===== config.mk =====
export PLATFORM = sky130hd
export DESIGN_NAME = alu_mc_flat
export DESIGN_NICKNAME = d
export VERILOG_FILES = /design/src/rtl/alu_mc_pkg.sv /design/src/rtl/alu_mc_if.sv /design/src/rtl/alu_mc_mul_seq.sv /design/src/rtl/alu_mc.sv /design/src/flat_wrapper.sv
export SDC_FILE = /design/constraint.sdc
export NUM_CORES = 1
export LEC_CHECK = 0
export ABC_AREA = 1
export BUFFER_PORTS_ARGS = -buffer_cell sky130_fd_sc_hd__buf_2
export CAP_MARGIN = 20
export CORE_MARGIN = 2
export CORE_UTILIZATION = 66
export DETAILED_ROUTE_END_ITERATION = 8
export PLACE_DENSITY = 0.95
export RECOVER_POWER = 100
export SLEW_MARGIN = 20
export SYNTH_ARGS = -nofsm -noshare
export SYNTH_HDL_FRONTEND = slang
export SYNTH_SLANG_ARGS = --single-unit

===== constraint.sdc =====
create_clock -name clk -period 4.4 [get_ports clk]
set_clock_uncertainty 0.1 [all_clocks]
set_input_delay 0.44 -clock clk [delete_from_list [all_inputs] [get_ports clk]]
set_output_delay 0.44 -clock clk [all_outputs]
set_load 0.05 [all_outputs]

===== src/rtl/alu_mc_pkg.sv =====
// Shared op codes and FSM states for the handshaked multi-cycle ALU.
package alu_pkg;

    localparam int OP_W = 3;

    typedef enum logic [OP_W-1:0] {
        OP_ADD  = 3'b000,
        OP_SUB  = 3'b001,
        OP_SHL1 = 3'b010,
        OP_CMP  = 3'b011,
        OP_SHLV = 3'b100,
        OP_SHRV = 3'b101,
        OP_AND  = 3'b110,
        OP_MUL  = 3'b111
    } op_e;

    typedef enum logic {
        S_IDLE = 1'b0,
        S_MUL  = 1'b1
    } state_e;

endpackage


===== src/rtl/alu_mc_if.sv =====
// Operand/result valid-ready bundle between the control unit and alu_mc.
interface alu_mc_if
    import alu_pkg::*;
#(
    parameter int WIDTH = 8
);
    logic             in_valid;
    logic             in_ready;
    logic [WIDTH-1:0] A;
    logic [WIDTH-1:0] B;
    op_e              op;
    logic             out_valid;
    logic             out_ready;
    logic [WIDTH-1:0] Y;
    logic             carry;
    logic             zero;
    logic             busy;

    modport master (
        output in_valid, A, B, op, out_ready,
        input  in_ready, out_valid, Y, carry, zero, busy
    );

    modport slave (
        input  in_valid, A, B, op, out_ready,
        output in_ready, out_valid, Y, carry, zero, busy
    );
endinterface


===== src/rtl/alu_mc_mul_seq.sv =====
// Shift-add multiplier: one partial product per clock, WIDTH iterations after start.
module alu_mul_seq #(
    parameter int WIDTH = 8
) (
    input  logic               clk,
    input  logic               rst,
    input  logic               start,
    input  logic [WIDTH-1:0]   a,
    input  logic [WIDTH-1:0]   b,
    output logic               done,
    output logic [2*WIDTH-1:0] product
);
    localparam int CNT_W = $clog2(WIDTH);

    logic [2*WIDTH-1:0] mcand, acc, acc_next;
    logic [WIDTH-1:0]   mplier;
    logic [CNT_W-1:0]   cnt;
    logic               running;

    // product is the accumulator value being written on the final iteration edge
    assign acc_next = acc + (mplier[0] ? mcand : '0);
    assign done     = running && (cnt == CNT_W'(WIDTH-1));
    assign product  = acc_next;

    always_ff @(posedge clk) begin
        if (rst) begin
            mcand   <= '0;
            mplier  <= '0;
            acc     <= '0;
            cnt     <= '0;
            running <= 1'b0;
        end else if (start) begin
            mcand   <= {{WIDTH{1'b0}}, a};
            mplier  <= b;
            acc     <= '0;
            cnt     <= '0;
            running <= 1'b1;
        end else if (running) begin
            acc    <= acc_next;
            mcand  <= mcand << 1;
            mplier <= mplier >> 1;
            cnt    <= cnt + 1'b1;
            if (done) running <= 1'b0;
        end
    end
endmodule


===== src/rtl/alu_mc.sv =====
// Handshaked ALU: single-cycle ops registered on accept, MUL via iterative sequencer.
module alu_mc
    import alu_pkg::*;
#(
    parameter int WIDTH   = 8,
    parameter int SHAMT_W = $clog2(WIDTH)
) (
    input logic     clk,
    input logic     rst,
    alu_mc_if.slave bus
);
    state_e             state;
    logic [WIDTH-1:0]   y_r, res_y;
    logic               carry_r, zero_r, out_valid_r, busy_r, res_c;
    logic               accept, mul_start, mul_done;
    logic [2*WIDTH-1:0] mul_prod, ext_l, ext_r;
    logic [SHAMT_W-1:0] s;

    assign bus.in_ready  = (state == S_IDLE) && (!out_valid_r || bus.out_ready);
    assign accept        = bus.in_valid && bus.in_ready;
    assign mul_start     = accept && (bus.op == OP_MUL);
    assign bus.Y         = y_r;
    assign bus.carry     = carry_r;
    assign bus.zero      = zero_r;
    assign bus.out_valid = out_valid_r;
    assign bus.busy      = busy_r;

    // Widened shifts: the bit adjacent to the result field is the last one shifted out
    assign s     = bus.B[SHAMT_W-1:0];
    assign ext_l = {{WIDTH{1'b0}}, bus.A} << s;
    assign ext_r = {bus.A, {WIDTH{1'b0}}} >> s;

    always_comb begin
        res_y = '0;
        res_c = 1'b0;
        case (bus.op)
            OP_ADD:  {res_c, res_y} = {1'b0, bus.A} + {1'b0, bus.B};
            OP_SUB:  {res_c, res_y} = {1'b0, bus.A} - {1'b0, bus.B};
            OP_SHL1: {res_c, res_y} = {bus.A, 1'b0};
            OP_CMP: begin
                res_y = WIDTH'(bus.A == bus.B);
                res_c = bus.A < bus.B;
            end
            OP_SHLV: {res_c, res_y} = ext_l[WIDTH:0];
            OP_SHRV: {res_y, res_c} = ext_r[2*WIDTH-1:WIDTH-1];
            OP_AND:  res_y = bus.A & bus.B;
            default: ;
        endcase
    end

    alu_mul_seq #(.WIDTH(WIDTH)) u_mul (
        .clk     (clk),
        .rst     (rst),
        .start   (mul_start),
        .a       (bus.A),
        .b       (bus.B),
        .done    (mul_done),
        .product (mul_prod)
    );

    always_ff @(posedge clk) begin
        if (rst) begin
            state       <= S_IDLE;
            y_r         <= '0;
            carry_r     <= 1'b0;
            zero_r      <= 1'b0;
            out_valid_r <= 1'b0;
            busy_r      <= 1'b0;
        end else begin
            // A result written below on this same edge overrides the drain
            if (out_valid_r && bus.out_ready) out_valid_r <= 1'b0;
            case (state)
                S_IDLE: if (accept) begin
                    if (bus.op == OP_MUL) begin
                        state  <= S_MUL;
                        busy_r <= 1'b1;
                    end else begin
                        y_r         <= res_y;
                        carry_r     <= res_c;
                        zero_r      <= (res_y == '0);
                        out_valid_r <= 1'b1;
                    end
                end
                S_MUL: if (mul_done) begin
                    y_r         <= mul_prod[WIDTH-1:0];
                    carry_r     <= |mul_prod[2*WIDTH-1:WIDTH];
                    zero_r      <= (mul_prod[WIDTH-1:0] == '0);
                    out_valid_r <= 1'b1;
                    busy_r      <= 1'b0;
                    state       <= S_IDLE;
                end
            endcase
        end
    end
endmodule


===== src/flat_wrapper.sv =====
// flat-port wrapper written by rule: the top's interface ports become plain ports
module alu_mc_flat import alu_pkg::*;
#(
    parameter int WIDTH   = 8,
    parameter int SHAMT_W = $clog2(WIDTH)
)
  (clk, rst, bus_in_valid, bus_A, bus_B, bus_op, bus_out_ready, bus_in_ready, bus_out_valid, bus_Y, bus_carry, bus_zero, bus_busy);
  alu_mc_if #(.WIDTH(WIDTH)) bus_i ();
  input logic clk;
  input logic rst;
  input wire logic [$bits(bus_i.in_valid)-1:0] bus_in_valid;
  input wire logic [$bits(bus_i.A)-1:0] bus_A;
  input wire logic [$bits(bus_i.B)-1:0] bus_B;
  input wire logic [$bits(bus_i.op)-1:0] bus_op;
  input wire logic [$bits(bus_i.out_ready)-1:0] bus_out_ready;
  output wire logic [$bits(bus_i.in_ready)-1:0] bus_in_ready;
  output wire logic [$bits(bus_i.out_valid)-1:0] bus_out_valid;
  output wire logic [$bits(bus_i.Y)-1:0] bus_Y;
  output wire logic [$bits(bus_i.carry)-1:0] bus_carry;
  output wire logic [$bits(bus_i.zero)-1:0] bus_zero;
  output wire logic [$bits(bus_i.busy)-1:0] bus_busy;
  assign bus_i.in_valid = bus_in_valid;
  assign bus_i.A = bus_A;
  assign bus_i.B = bus_B;
  assign bus_i.op = bus_op;
  assign bus_i.out_ready = bus_out_ready;
  assign bus_in_ready = bus_i.in_ready;
  assign bus_out_valid = bus_i.out_valid;
  assign bus_Y = bus_i.Y;
  assign bus_carry = bus_i.carry;
  assign bus_zero = bus_i.zero;
  assign bus_busy = bus_i.busy;
  alu_mc #(.WIDTH(WIDTH), .SHAMT_W(SHAMT_W)) u_core (.clk(clk), .rst(rst), .bus(bus_i));
endmodule

* Word-level counts from Yosys, hierarchy flattened *
Cells that the tools add are included.

storage, ports and cells
  register bits after elaboration = 57
  word-level logic and storage cells = 83

operators by class
  $lt $le $gt $ge = 1
  $add $sub $neg = 4
  eq/ne operators = 13
  multiplexer cells = 34
  shift-type cells = 2
  bitwise operators = 2
  reductions and logical operators = 15

operators by type and width
  kind                                                             count
  8-bit two-way mux                                                7
  8-bit one-hot mux with 7 select lines                            1
  1-bit two-way mux                                                18
  16-bit adder                                                     1
  8-bit logical NOT                                                2
  16-bit two-way mux                                               1
  8-bit one-hot mux with 2 select lines                            1
  16-bit by 3-bit right shift with 16-bit output                   1
  3-bit == test, second input constant                             5
  1-bit one-hot mux with 2 select lines                            5
  8-bit by 8-bit adder with 9-bit output                           1
  8-bit by 3-bit << shifter with 9-bit output                      1
  8-bit by 8-bit subtractor with 9-bit output                      1
  8-bit bitwise AND                                                1
  8-bit == test                                                    1
  8-bit < comparator                                               1
  8-bit OR reduction                                               1
  3-bit by 2-bit == test with 1-bit output, second input constant  2
  2-bit inequality test, second input constant                     3
  1-bit one-hot mux with 6 select lines                            1
  3-bit AND reduction                                              2
  1-bit logical AND                                                5
  3-bit by 1-bit adder with 3-bit output, second input constant    1
  3-bit by 1-bit == test with 1-bit output, second input constant  1
  7 further kinds                                                  7

* Depth between registers and ports, before layout *
Gate-level depths: netlist of the first run.

  depth in word-level cells = 6
  depth in mapped cells = 21
  gate-level depth less buffers = 19

* By module *
Synthesis of the first run repeated with hierarchy kept, for this count alone.

second synthesis, totals
  cell total of the unflattened synthesis = 850
  area total of the unflattened synthesis = 5046.1 µm²

modules (own cells, without submodules)
  module       area each (µm²)  times used  cells each
  alu_mul_seq  2805.2           1           437
  alu_mc       2240.9           1           413

* Worst setup path after synthesis of the first run *
No wires, ideal clock.

  kind = register to register
  from = register u_core.u_mul.mplier[0]
  to = register u_core.carry_r, in the netlist u_core.bus.carry
  data arrival time = 2.398 ns
  required time = 4.180 ns
  stages on the path, launching flop included = 22
  path buffers = 2
  period minus slack after synthesis = 2.618 ns
  setup slack = 1.782 ns
  path through = dfxtp_1 clkbuf_1 clkbuf_1 nand2_1 inv_1 ha_1 inv_1 fa_1 inv_1 nand3_1 nand3_1 nand2_1 nand2_1 nand2_1 nand2_1 nand2_1 nand2_1 nand2_1 nor2_1 nand2_1 nand2_1 a21oi_1

on the way
  word-level cells in the longest chain between the ends = 5

RTL lines
  element                                RTL line              source
  from (decl)                            alu_mc_mul_seq.sv:16  logic [WIDTH-1:0] mplier;
  from (signal assigned)                 alu_mc_mul_seq.sv:41  mplier <= mplier >> 1;
  16-bit two-way mux                     alu_mc_mul_seq.sv:21  assign acc_next = acc + (mplier[0] ? mcand : '0);
  16-bit adder                           alu_mc_mul_seq.sv:21
  8-bit OR reduction                     alu_mc.sv:86          carry_r <= |mul_prod[2*WIDTH-1:WIDTH];
  1-bit two-way mux                      alu_mc.sv:84          S_MUL: if (mul_done) begin
  1-bit one-hot mux with 2 select lines  alu_mc.sv:72          case (state)
  to (signal assigned)                   alu_mc.sv:79          carry_r <= res_c;
  to (signal assigned)                   alu_mc.sv:86
  to (decl)                              alu_mc.sv:14          logic carry_r, zero_r, out_valid_r, busy_r, res_c;

Every way passes these cells. The select of a mux whose other input is x is not followed.
A chain may end at the register's enable or synchronous reset.

* Final worst setup path of the first run *
  from = register u_core.state
  to = register u_core.u_mul.acc[12]

on the way
  word-level cells in the longest chain between the ends = 5

RTL lines
  element                              RTL line              source
  from (decl)                          alu_mc.sv:12          state_e state;
  from (signal assigned)               alu_mc.sv:63          state <= S_IDLE;
  from (signal assigned)               alu_mc.sv:75          state <= S_MUL;
  from (signal assigned)               alu_mc.sv:90          state <= S_IDLE;
  1-bit inverter                       alu_mc.sv:19          assign bus.in_ready = (state == S_IDLE) && (!out_valid_r || bus.out_ready);
  1-bit logical AND                    alu_mc.sv:19
  1-bit logical AND                    alu_mc.sv:20          assign accept = bus.in_valid && bus.in_ready;
  1-bit logical AND                    alu_mc.sv:21          assign mul_start = accept && (bus.op == OP_MUL);
  2-bit OR reduction (no source line)  -
  to (signal assigned)                 alu_mc_mul_seq.sv:39  acc <= acc_next;
  to (decl)                            alu_mc_mul_seq.sv:15  logic [2*WIDTH-1:0] mcand, acc, acc_next;

Every way passes these cells.

==> impl_summary.log, run 1 <==
INFO  metric status = complete, no violations
INFO  metric critical_path.endpoint_type = flip-flop
INFO  metric antenna_found_initial = 0
INFO  metric detail_route.first_pass.iterations = 6
INFO  metric max_cap_violations = 0
INFO  metric synth-seq-cells = 57
INFO  metric synth.area.mux_share = 0
INFO  metric netlist_area_before_placement = 0.00495 mm²
INFO  metric synth_compound_area_frac = 0.137
INFO  metric path_buf_inv = 2
INFO  metric period_share = 0.744
INFO  metric cpMaxStageDelayCell = nor2_1
INFO  metric asyncSetResetFlopFracSynth = 0
INFO  metric coreArea = 0.00725 mm²
INFO  metric number_of_ports_placed_on_the_die_boundary = 36
INFO  metric setup-violations-final = 0
INFO  metric clock-sinks = 57
INFO  metric timing.final.max_slew_violations = 0
INFO  metric drc = 0
INFO  metric p_clk_frac = 0.344
INFO  metric finalNonFillerCells = 967
INFO  metric number_of_placement_rows = 31
INFO  metric synth_commonest_cells = nand2_1 (266), inv_1 (113), nand3_1 (93)
INFO  metric post-route-worst-setup-slack = 1.13 ns
INFO  metric nets_final = slightly above 900
INFO  metric globalplace.congestion = 0.961
INFO  metric crit_chain = nor2_1 -> nand2_1 -> nor2_1 -> nor2_1 -> clkinv_1 -> nor2_1 -> o21ai_0 -> inv_1
INFO  metric achievable-frequency = 306 MHz
INFO  metric timing.critical_path.from = u_core.state
INFO  metric initialDrtViolationCount = 595
INFO  metric vdd_drop_max = around 0.27 mV
INFO  metric synth.top_cells.by_area = dfxtp_1 (23%), nand2_1 (20%), nand3_1 (9.4%), ha_1 (8.8%), inv_1 (8.6%)
INFO  metric grt.overflow.total = 0
INFO  metric share_seq_of_total_power = 0.411
INFO  metric arrival_time_reported_for_the_critical_path_endpoint = between 3 and 4 ns
INFO  metric routedWlPerCell = 15.0 µm
INFO  metric netSwitchingFraction = 0.369
INFO  metric power.leakage = 2.74 nW
INFO  metric drt.antenna.violating_nets = 0
INFO  metric synth_top_family_by_area = simple AND/OR/NAND/NOR gates
INFO  metric htree_levels = 3
INFO  metric die_width = 90.6 µm
INFO  metric adder_cell_fraction_of_synth_area = 0.101
INFO  metric yosys_most_used_dff = dfxtp_1
INFO  metric grt_max_degree = 40
INFO  metric cts_root_buffer = clkbuf_8
INFO  metric cts_buffer_depth = 2
INFO  metric critPathMaxStageDelay = 1.04 ns
INFO  metric syn_to_final_growth = 6.44%
INFO  metric global_route_wire_length_before_repair = 24000 µm
INFO  metric track_usage = 0.357
INFO  metric holdBufCountCts = 0
INFO  metric tns = 0 ns
INFO  metric fin_crit = 3.27 ns
INFO  metric post-cts-setup-buffers = 0
INFO  metric fillers = 621
INFO  metric synthesis.area_per_instance = 5.85 µm²
INFO  metric cts_made_buffers = 9
INFO  metric max_slew.worst_pin.slew = 1.35 ns
INFO  metric dpl.hpwl = 11100 µm
INFO  metric grt_pass1_vias = 5035
INFO  metric clk-insertion-delay-late = 0.35 ns
INFO  metric cell_area_reported_after_detailed_placement = 0.00512 mm²
INFO  metric pre_cts_slack = around 1.5 ns
INFO  metric post-synth-top-area-fraction = 0.230
INFO  metric synth_top_cell_by_area = dfxtp_1
INFO  metric cp_data_required_time = 4.54 ns
INFO  metric route.vias.total = 5665
INFO  metric combPwrFrac = 0.245
INFO  metric tritoncts_clock_tree = built
INFO  metric final_hold_viol_count = 0
INFO  metric power-per-cell-area = 253 mW/mm²
INFO  metric max-slew-margin-rel = 0.0972
INFO  metric synth_fp_nets = 907
INFO  metric yosysMostFrequentCell = nand2_1
INFO  metric grt_setup_unrepaired = false
INFO  metric synth_instances = 846
INFO  metric total_switching_power = 492 µW
INFO  metric yosysSeqAreaShare = 0.230
INFO  metric io_buffer_count = 35
INFO  metric post_synth_and_or_nand_nor_area_fraction = 0.396
INFO  metric post_route_cells_drive_above_1_share = 0.0553
INFO  metric routed_wl = 14500 µm
INFO  metric final_design_area_no_fill = 0.00527 mm²
INFO  metric starting_density_of_the_core = 0.683
INFO  metric synth-edff-count = 0
INFO  metric synthDistinctLibCells = 34
INFO  metric min-delay-start = bus_out_ready
INFO  metric drt-vias-per-instance = roughly 5.9
INFO  metric cp_top_family = simple AND/OR/NAND/NOR gates
INFO  metric xor_and_xnor_area_share_after_synthesis = 0.0177
INFO  metric clk_pin_slew = 0.07 ns
INFO  metric antenna_cells_inserted = 0
INFO  metric ys_warn_count = 0
INFO  metric worstPathMaxFanout = 23
INFO  metric startpoint_type = flip-flop
INFO  metric die_h = 90.6 µm
INFO  metric cellInternalPower = approximately 840 µW
INFO  metric post_cts_resized = 0
INFO  metric critical_path_class = flip-flop to flip-flop
INFO  metric cell_with_the_most_instances_on_the_worst_path = nor2_1
INFO  metric regToRegStartpoint = u_core.state
INFO  metric hold_path_class = input port to flip-flop
INFO  metric utilization = 0.727
INFO  metric placed_cells_incl_taps = ~950
INFO  metric die_area = approximately 0.0082 mm²
==> routing by layer <==
layer,wire (µm),vias to the layer above,GRT usage,part of all wire
li1,-,2755,-,-
met1,6160,2546,0.509,0.43
met2,6260,336,0.550,0.43
met3,1780,28,0.0726,0.12
met4,278,0,0.0936,0.019
met5,0,-,0,0
==> worst min-delay path: stages <==
cell and delay (ns):
buf_2 0.07, nor2_1 0.04, nor2_1 0.09, nor2_1 0.04
==> cells by family after synthesis <==
group / after synthesis
AND/OR/NAND/NOR: 473
XOR/XNOR: 10
AO/OA/AOI/OAI: 120
flip-flops: 57
adder cells (fa/ha/maj): 38
buffers and inverters: 148
==> cell usage in the layout (no fill, tap or decap), types with 3 or more instances in the layout <==
master / count
inv_1: 114
nand4_1: 10
xor2_1: 5
o211ai_1: 11
ha_1: 35
o21ai_0: 31
inv_6: 3
inv_2: 3
a31oi_1: 12
clkbuf_8: 9
nand2_1: 266
dfxtp_1: 57
fa_1: 3
nand3_1: 93
nor2_1: 85
xnor2_1: 5
buf_2: 22
clkbuf_1: 13
nor3_1: 9
a21oi_1: 57
==> metrics by stage <==
stage                     hold WS [ns]  total power, mW
after floorplan                  0.340            0.794
after global placement           0.351            0.873
after detailed placement         0.361            0.878
after CTS                        0.281             1.33
after global routing             0.300             1.40
final                            0.288             1.33
==> final timing paths <==
kind | end | slack, ns | cells past startpoint
setup / recovery | u_core.u_mul.acc[12] | 1.13 | 8
setup reg to reg | u_core.u_mul.acc[12] | 1.13 | 8
hold / removal | u_core.bus.out_valid | 0.29 | 4
hold reg to reg | u_core.u_mul.cnt[1] | 0.37 | 2
==> area by class of cell <==
type                            instances  area [µm²]  area share
Multi-Input combinational cell        641        3210       0.609
Sequential cell                        57        1140       0.216
Inverter                              118         443      0.0840
Timing Repair Buffer                   36         166      0.0316
Clock buffer                            9         124      0.0235
Tap cell                               99         124      0.0235
Clock inverter                          7        61.3      0.0116
==> power by group through the flow <==
stage	combinational (mW)	clock, mW	sequential (mW)
floorplan	0.208	0	0.586
global placement	0.315	0	0.558
detailed placement	0.319	0	0.559
CTS	0.322	0.463	0.547
global route	0.360	0.486	0.550
finish	0.327	0.459	0.548
==> flip-flops by register name, summed over array words and instances, names as in the netlist, 3 cells and up <==
| name | count |
|---|---|
| u_core.bus.Y | 8 |
| u_core.u_mul.mplier | 8 |
| u_core.u_mul.acc | 16 |
| u_core.u_mul.mcand | 16 |
| u_core.u_mul.cnt | 3 |
Note: power is estimated with default switching activity, not from simulation.
==> run 2: changes to the inputs <==
CORE_UTILIZATION = 56   (was 66)
PLACE_DENSITY = 0.89   (was 0.95)
clock period = 3 ns   (was 4.4 ns; I/O delays follow)
==> run 2 against run 1 <==
Hold slack worse by 0.13 ns. Sequential cell count stayed put. Wire length is 7.2% lower. Combinational power is 47% higher. First-iteration DRC count is 5.9% lower. Clock-buffer cell count is 1 higher. Critical path depth is 6 higher. Register-to-register slack worse by 0.76 ns. Via count is 3.1% lower. Utilization is 11 points lower. Critical endpoint is now u_core.bus.zero. Largest cell class unchanged. Highest routed layer unchanged.
==> impl_summary.log, run 2 (synthesized netlist as in run 1, its figures left out) <==
INFO  metric status = complete, no violations (unchanged)
INFO  metric critical_path.endpoint_type = flip-flop (unchanged)
INFO  metric holdBufCountCts = 0 (unchanged)
INFO  metric track_usage = 0.278 (was 0.357)
INFO  metric syn_to_final_growth = 7.86% (was 6.44%)
INFO  metric max_slew.worst_pin.slew = 0.823 ns (was 1.35 ns)
INFO  metric layout_commonest_cell = nand2_1 (unchanged)
INFO  metric finalNonFillerCells = 982 (was 967)
INFO  metric die_h = 98.0 µm (was 90.6 µm)
INFO  metric antenna_cells_inserted = 0 (unchanged)
INFO  metric layout.cells.most_common_list = nand2_1 (266), inv_1 (114), nand3_1 (93) (unchanged)
INFO  metric worst_r2r_path_depth = 19 (was 8)
INFO  metric vdd_drop_max = 0.162 mV (was 0.269 mV)
INFO  metric timing.final.max_slew_violations = 0 (unchanged)
INFO  metric antenna_found_initial = 0 (unchanged)
INFO  metric clk_pin_slew = 0.07 ns (about the same)
INFO  metric post-route-worst-setup-slack = 0.353 ns (was 1.13 ns)
INFO  metric cell_area_reported_after_detailed_placement = 0.00517 mm² (was 0.00512 mm²)
INFO  metric fillers = 837 (was 621)
INFO  metric pre_cts_slack = 0.491 ns (was 1.54 ns)
INFO  metric htree_levels = 3 (unchanged)
INFO  metric grt_max_degree = 31 (was 40)
INFO  metric route.vias.total = 5489 (was 5665)
INFO  metric detail_route.first_pass.iterations = 6 (unchanged)
INFO  metric critical_path_class = input port to flip-flop (was flip-flop to flip-flop)
INFO  metric utilization = 0.619 (was 0.727)
INFO  metric r2r_setup_slk = 0.37 ns (was 1.13 ns)
INFO  metric drt-vias-per-instance = 5.59 (was 5.86)
INFO  metric arrival_time_reported_for_the_critical_path_endpoint = 2.83 ns (was 3.41 ns)
INFO  metric global_route_wire_length_before_repair = 22100 µm (was 24000 µm)
INFO  metric fin_crit = 2.65 ns
INFO  metric nets_final = 930 (was 924)
INFO  metric biggestRegsByFlops = u_core.u_mul.acc: 16 flops, u_core.u_mul.mcand: 16 flops (unchanged)
INFO  metric routed_wl = 13400 µm (was 14500 µm)
INFO  metric hold_path_class = input port to flip-flop (unchanged)
INFO  metric final_hold_viol_count = 0 (unchanged)
INFO  metric final_design_area_no_fill = 0.00534 mm² (was 0.00527 mm²)
INFO  metric number_of_placement_rows = 34 (was 31)
INFO  metric starting_density_of_the_core = 0.573 (was 0.683)
INFO  metric period_share = 0.882
INFO  metric achievable-frequency = 378 MHz
INFO  metric power-per-cell-area = 376 mW/mm² (was 253 mW/mm²)
INFO  metric cts_buffer_depth = 2 (unchanged)
INFO  metric timing.hold.worst_path_depth = 3 (was 4)
INFO  metric number_of_ports_placed_on_the_die_boundary = 36 (unchanged)
INFO  metric report.power.total = 2.01 mW (was 1.33 mW)
INFO  metric die_area = 0.00961 mm² (was 0.00821 mm²)
INFO  metric max-slew-margin-rel = 0.450 (was 0.0972)
INFO  metric grt_pass1_vias = 4769 (was 5035)
INFO  metric startpoint_type = input port (was flip-flop)
INFO  metric grt.overflow.total = 0 (unchanged)
INFO  metric power.leakage = 2.77 nW (was 2.74 nW)
INFO  metric cts_root_buffer = clkbuf_8 (unchanged)
INFO  metric die_width = 98.0 µm (was 90.6 µm)
INFO  metric worstPathMaxFanout = 20 (was 23)
INFO  metric io_buffer_count = 35 (unchanged)
INFO  metric cp_data_required_time = 3.18 ns (was 4.54 ns)
INFO  metric post-cts-setup-buffers = 0 (unchanged)
INFO  metric tns = 0 ns (unchanged)
INFO  metric drc = 0 (unchanged)
INFO  metric setup-violations-final = 0 (unchanged)
INFO  metric post_cts_resized = 0 (unchanged)
INFO  metric clk-insertion-delay-late = 0.34 ns (was 0.35 ns)
INFO  metric finalHoldWorstSlack = 0.156 ns (was 0.288 ns)
INFO  metric routedWlPerCell = 13.7 µm (was 15.0 µm)
INFO  metric max_cap_violations = 0 (unchanged)
INFO  metric tritoncts_clock_tree = built (unchanged)
INFO  metric placed_cells_incl_taps = 966 (was 951)
INFO  metric cts_made_buffers = 9 (unchanged)
INFO  metric drt.antenna.violating_nets = 0 (unchanged)
INFO  metric coreArea = 0.00864 mm² (was 0.00725 mm²)
INFO  metric post_route_cells_drive_above_1_share = 0.0572 (was 0.0553)
INFO  metric globalplace.congestion = 1.04 (was 0.961)
INFO  metric initialDrtViolationCount = 560 (was 595)
INFO  metric clock-sinks = 57 (unchanged)
INFO  metric grt_setup_unrepaired = false (unchanged)
INFO  metric dpl.hpwl = 10500 µm (was 11100 µm)
==> run 2: cell types whose count changed in the layout (fill, tap and decap cells not counted) <==
cell,previous run,this run
clkbuf_1,13,17
buf_2,22,21
clkbuf_8,9,10
nor3_1,9,10
a21oi_1,57,56
nor3_2,1,0
buf_4,1,4
inv_6,3,0
clkinv_2,0,1
inv_8,1,0
clkinv_4,1,2
bufinv_16,0,1
a21oi_4,0,1
==> run 2: final timing paths <==
kind	start	endpoint
hold / removal	bus_B[7]	u_core.u_mul.mplier[7]
setup / recovery	bus_B[1]	u_core.bus.zero
hold reg to reg	u_core.u_mul.mcand[15]	u_core.u_mul.mcand[15]
setup reg to reg	u_core.u_mul.mplier[0]	u_core.bus.carry
==> run 2: final cells by class <==
class | count | area (µm²) | share of cell area
multi-input combinational | 641 | 3220 | 0.602
sequential | 57 | 1140 | 0.214
inverter | 118 | 443 | 0.0829
timing repair buffer | 42 | 199 | 0.0372
clock buffer | 10 | 138 | 0.0258
tap | 108 | 135 | 0.0253
clock inverter | 6 | 67.6 | 0.0126
==> run 2: critical path, cell delays in order <==
cell      delay [ns]
clkbuf_1        0.60
inv_2           0.34
fa_1            0.53
nand3_1         0.12
nand2_1         0.11
nand2_1         0.09
nand2_1         0.05
nand2_1         0.06
nand2_1         0.05
nand2_1         0.07
nand3_1         0.13
nor2_1          0.15
nand3_1         0.10
a21oi_1         0.13
==> run 2: layer usage <==
layer	global-route usage	routed length, µm	vias to the layer above
met3	0.0465	1100	39
met5	0	0	-
met1	0.397	6190	2430
li1	-	-	2763
met4	0.0769	293	0
met2	0.435	5860	257
==> run 2: power by group <==
group,switching (mW),internal [mW],total (mW)
sequential,0.0163,0.784,0.800
clock,0.320,0.407,0.727
combinational,0.342,0.138,0.480
